==> config.mk <==
export PLATFORM = sky130hd
export DESIGN_NAME = auth_tx
export DESIGN_NICKNAME = d
export VERILOG_FILES = /design/src/rtl/auth_tx.sv
export SDC_FILE = /design/constraint.sdc
export NUM_CORES = 1
export LEC_CHECK = 0
export CAP_MARGIN = 40
export CORE_ASPECT_RATIO = 1.5
export CORE_MARGIN = 2
export CORE_UTILIZATION = 52
export DETAILED_ROUTE_END_ITERATION = 7
export PLACE_DENSITY = 0.74
export SYNTH_ARGS = -nofsm -noshare
export SYNTH_HDL_FRONTEND = slang
export SYNTH_SLANG_ARGS = --single-unit
export TNS_END_PERCENT = 1
==> constraint.sdc <==
create_clock -name clk -period 1.8 [get_ports clk]
set_input_delay 0.18 -clock clk [delete_from_list [all_inputs] [get_ports clk]]
set_output_delay 0.18 -clock clk [all_outputs]
set_load 0.02 [all_outputs]
==> src/rtl/auth_tx.sv <==
// auth_tx: 8N1 UART sender for 'g'/'s' auth commands; ports clk, rst, go_req, stop_req -> TX, busy, tx_done, pend_valid, cmd_dropped
module auth_tx #(
  parameter int BAUD_DIV = 2604
) (
  input  logic clk,
  input  logic rst,
  input  logic go_req,
  input  logic stop_req,
  output logic TX,
  output logic busy,
  output logic tx_done,
  output logic pend_valid,
  output logic cmd_dropped
);
  typedef enum logic [1:0] {IDLE, START, DATA, STOP} state_t;
  localparam logic [15:0] LAST = 16'(BAUD_DIV - 1);
  state_t r_state, w_state_nxt;
  logic [15:0] r_baud, w_baud_nxt;
  logic [2:0] r_bit, w_bit_nxt;
  logic [7:0] r_shift, w_shift_nxt, r_pend_byte, w_pend_byte_nxt;
  logic r_pend, w_pend_nxt, r_drop, w_drop_nxt, r_tx, w_tx_nxt;
  logic w_req, w_bend;
  logic [7:0] w_byte;
  assign w_req = go_req | stop_req;
  assign w_byte = stop_req ? 8'h73 : 8'h67;
  assign w_bend = r_baud == LAST;
  always_comb begin
    w_state_nxt = r_state;
    w_baud_nxt = w_bend ? 16'd0 : r_baud + 16'd1;
    w_bit_nxt = r_bit;
    w_shift_nxt = r_shift;
    w_pend_byte_nxt = r_pend_byte;
    w_pend_nxt = r_pend;
    w_drop_nxt = 1'b0;
    if (w_req && r_state != IDLE) begin
      w_pend_byte_nxt = w_byte;
      w_pend_nxt = 1'b1;
      w_drop_nxt = r_pend;
    end
    case (r_state)
      IDLE: begin
        w_baud_nxt = '0;
        w_bit_nxt = '0;
        // an idle-time request over a full slot overwrites it, and the new byte launches at once
        if (r_pend || w_req) begin
          w_shift_nxt = w_req ? w_byte : r_pend_byte;
          w_pend_nxt = 1'b0;
          w_drop_nxt = r_pend && w_req;
          w_state_nxt = START;
        end
      end
      START: w_state_nxt = w_bend ? DATA : START;
      DATA: if (w_bend) begin
        w_shift_nxt = r_shift >> 1;
        w_bit_nxt = r_bit + 3'd1;
        w_state_nxt = r_bit == 3'd7 ? STOP : DATA;
      end
      STOP: w_state_nxt = w_bend ? IDLE : STOP;
      default: w_state_nxt = IDLE;
    endcase
    // line level is registered from the next state so TX is a clean flop output
    w_tx_nxt = w_state_nxt == START ? 1'b0 : w_state_nxt == DATA ? w_shift_nxt[0] : 1'b1;
  end
  always_ff @(posedge clk) begin
    if (rst) begin
      r_state <= IDLE;
      r_baud <= '0;
      r_bit <= '0;
      r_shift <= '0;
      r_pend_byte <= '0;
      r_pend <= 1'b0;
      r_drop <= 1'b0;
      r_tx <= 1'b1;
    end else begin
      r_state <= w_state_nxt;
      r_baud <= w_baud_nxt;
      r_bit <= w_bit_nxt;
      r_shift <= w_shift_nxt;
      r_pend_byte <= w_pend_byte_nxt;
      r_pend <= w_pend_nxt;
      r_drop <= w_drop_nxt;
      r_tx <= w_tx_nxt;
    end
  end
  assign TX = r_tx;
  assign busy = r_state != IDLE;
  assign tx_done = r_state == STOP && w_bend;
  assign pend_valid = r_pend;
  assign cmd_dropped = r_drop;
endmodule

==> results <==
- The average via count per standard cell is 5.38.
- The post-layout total power is 1.47 mW.
- The kind of end point of the critical path is a register.
- The final number of hold-violating endpoints was 0.
- The cell type of the slowest stage on the worst timing path is dfxtp_1.
- The die covers 0.00346 mm².
- The critical path is of the register to register type.
- The footprint of the multi-input gates is 830 µm².
- TritonCTS built the clock tree.
- The clock tree synthesis step divided the H-tree into 2 levels.
- The detailed router finished its first iteration with 26 violations.
- In the global route stage, overall resource usage came out at 21.4%.
- The number of different library cells used by synthesis comes to 37.
- The count of mapped cells out of synthesis is 174.
- The count of nets left with antenna violations once routing finished came out at 0.
- After synthesis, the largest family of logic cells by area is simple AND/OR/NAND/NOR gates.
- The latest clock arrival within the worst-skew pair is 0.29 ns.
- The sequential element share of the synthesized area is 43.7%.
- The number of buffers inserted for hold repair after clock tree synthesis is 0.
- In this run, synthesis inferred 0 flip-flops with an integrated enable.
- Ranked by instance count, the synthesized netlist is headed by dfxtp_1, nor2_1, a21oi_1, nand2_1, xor2_1.
- The clock slew seen by the registers of the worst setup and hold paths is 0.07 ns.
- Along the worst path, the maximum fanout reaches 13.
- TritonCTS created 5 clock buffers.
- The power density over the cells is 765 mW/mm².
- The die is 71.1 µm tall.
- The number of global-route vias before repair is 1373.
- The number of antenna violations at the first check in global routing is 0.
- After filler insertion, the fill cell instance count of the layout stands at 265.
- The flow ran to the end, and the final reports show no timing, DRC or antenna violations.
- The relative max-transition margin is 74.4%.
- The final HPWL from detailed placement is 2.35 mm.
- The data arrival time of the critical path is 1.90 ns.
- The worst hold path was traced through 2 stages.
- Entering global routing, the biggest net connects 20 pins.
- The sequential cells in the finished layout cover a total of 681 µm².
- The routed design could run at a clock period as short as 1.73 ns.
- The biggest cell delay along the critical path is 0.34 ns.
- Leaving out filler cells and counting taps, the final layout contains 245.
- The total grt overflow is 0.
- The average size of a mapped cell is 8.96 µm².
- Pin placement for this block handled 9 I/O pins.
- The initial core utilization is 54.1%.
- The share of post-route cells with drive strength above 1 is 20.4%.
- Of the total power, combinational logic draws 10.1%.
- For this run, design rule violations remaining after detail routing come to 0.
- Setup total negative slack on the finished layout was measured at 0 ns.
- The share of cell area taken by muxes after synthesis is 1.28%.
- VDD sags by at most 764 µV.
- The signal on the critical path passes through ha_2 -> and4bb_4 -> nand4_4 -> buf_6 -> or3_1 -> a21oi_1 -> a21oi_1.
- The area of the mapped netlist is 0.00156 mm².
- The die is 48.7 µm wide.
- The count of antenna diodes in the layout is 0.
- Synthesis produced a netlist with a net count of 181.
- The fraction of the mapped netlist area in simple logic gates is 28.4%.
- Among all flip-flop cells after synthesis, the most frequent one is dfxtp_1.
- The adder-cell area share of the yosys netlist is 2.41%.
- On the critical path the largest part of the delay comes from simple AND/OR/NAND/NOR gates.
- In this run the static leakage power is 0.750 nW.
- The final net count is 213.
- The period utilization is 96.2%.
- The final setup skew is 0.00864 ns.
- The reported max-cap violation count is 0.
- The fmax is 577 MHz.
- Setup repair after global routing could not meet its margin everywhere.
- The sequential cell fraction of total power is 54.3%.
- The layout overhead on the synthesized area is 23.0%.
- After synthesis the netlist holds a flip-flop and latch count of 34.
- During synthesis, Yosys emitted a total of 0 warnings.
- The tightest min-delay check is of the register to register type.
- The first-pass GRT wire length is 5.66 mm.
- In the final routed layout, each cell accounts on average for 13.0 µm.
- Net switching is 24.4% of the power.
- The buffer depth of the longest clock path is 2.
- In this run the biggest area consumer among cell types represents 43.7% of the synthesized area.
- STA puts the critical path data required time at 1.97 ns.
- The global placer's final weighted congestion is 0.793.
- The number of buffer and inverter stages on the critical path is 1.
- For this block, the routed nets add up to 3.20 mm of wire.
- The worst hold slack is 0.463 ns.
- The internal power contribution is 1.11 mW.
- The top cell type by total area after synthesis is dfxtp_1.
- By area the synthesized netlist is led by dfxtp_1, nor2_1, a21oi_1, xor2_1, nand2_1.
- The placement row count is 24.
- Counting buffers and inverters, the worst setup path is 7 cells deep.
- The number of endpoints failing setup at the final stage is 0.
- CTS saw 34 sinks.
- Before antenna repair, the detailed router went through 4 iterations.
- The cell that appears most often on the critical path is a21oi_1.
- In this run the power spent charging and discharging nets is 0.358 mW.
- In this run the standard cell core region covers 0.00288 mm².
- Counting flops with an async set or reset pin after synthesis yields a share of 0%.
- Summing the areas of all compound-gate instances in the mapped netlist gives 12.2% of the synthesized area.
- The number of placed instances, taps included, is 238.
- In this run the clock root is driven by a clkbuf_8.
- For the pin with the worst max-slew slack, the measured transition is 0.381 ns.
- The routed layout has 1319 vias.
- Counting cells, the worst reg-to-reg path comes to 7.
- The final count of pins violating max slew was 0.
- At the end of the flow the core is filled with cells to 66.5%.
- The clock share of power is 35.7%.
- After Yosys synthesis, XOR and XNOR cells account for 7.87% of the synthesized area.
- Port buffering added 8 buffers.
- By instance count, the leading cell after synthesis is dfxtp_1.
- The worst setup path is launched from a register.
## through the flow
step / setup WS [ns] / area, µm²
4_1_cts: 0.0270 / 1890
5_1_grt: -0.0101 / 1920
3_5_place_dp: -0.0639 / 1820
2_1_floorplan: 0.107 / 1560
3_3_place_gp: -0.0351 / 1820
6_report: 0.0681 / 1920
## cells by family (layout without fill, tap and decap cells)
| family | count (synthesis) | after routing |
|---|---|---|
| AOI/OAI and AO/OA | 32 | 32 |
| xor gates and xnor gates | 14 | 14 |
| buffers and inverters | 13 | 45 |
| muxes | 2 | 2 |
| and+or+nand+nor | 76 | 76 |
| adders and majority gates | 3 | 3 |
| DFF | 34 | 34 |
## worst min-delay path, delay by kind of cell, from the launching register on
kind / cells / cell delay, ns
DFF: 1 / 0.30
buffers and inverters: 1 / 0.06
AOI/OAI and AO/OA: 1 / 0.06
## layout by cell type (no fill, tap or decap), types with 2 or more instances in the layout
master            n
a21oi_1          16
xnor2_1           5
o21ai_0           5
dfxtp_1          34
xor2_1            9
clkbuf_8          5
buf_4            23
and3_1            3
nand4_1           4
nor3_1            4
inv_1             6
or3_1             2
nand2b_1          4
o211ai_1          4
nand2_1          16
nand3_1           3
clkinv_2          2
nor2_1           26
nor4b_4           2
clkdlybuf4s50_1   6
ha_1              2
nor2b_1           2
and2_1            2
mux2i_1           2
## sequential cells by signal, summed over array words and instances, names as in the netlist
name         cells
TX               1
cmd_dropped      1
pend_valid       1
r_baud          16
r_bit            3
r_pend_byte      3
r_shift          7
r_state          2
## repair_timing
item / in CTS / in global routing
setup endpoints to repair: 2 / 14
gates cloned: 0 / 0
resized for setup: 5 / 6
buffers inserted: 0 / 0
## cell type report
class,instances,area share [%]
clock buffers,5,3.59
inverters,7,1.37
clock inverters,2,0.522
flip-flops and latches,34,35.5
multi-input cells,127,43.3
repair buffers,31,13.2
well taps,39,2.55
## layer usage
| layer | vias to the layer above | routed length [µm] | global-route usage [%] |
|---|---|---|---|
| met3 | 14 | 94 | 7.17 |
| met1 | 625 | 1180 | 19.6 |
| met4 | 0 | 162 | 15.6 |
| met2 | 22 | 1760 | 38.5 |
| li1 | 658 | - | - |
| met5 | - | 0 | 0 |
## worst paths after layout
path,to,slack (ns),start
max,TX,0.07,r_baud[0]
min,r_pend_byte[5],0.46,r_pend_byte[5]
max reg2reg,TX,0.07,r_baud[0]
min reg2reg,r_pend_byte[5],0.46,r_pend_byte[5]
## power groups by stage
stage	sequential, mW	clock (mW)	combinational, mW
2_1_floorplan	0.816	0	0.0826
3_3_place_gp	0.810	0	0.143
3_5_place_dp	0.812	0	0.146
4_1_cts	0.795	0.536	0.146
5_1_grt	0.798	0.570	0.164
6_report	0.795	0.522	0.148
No activity file was read; power rests on OpenSTA's default activity.
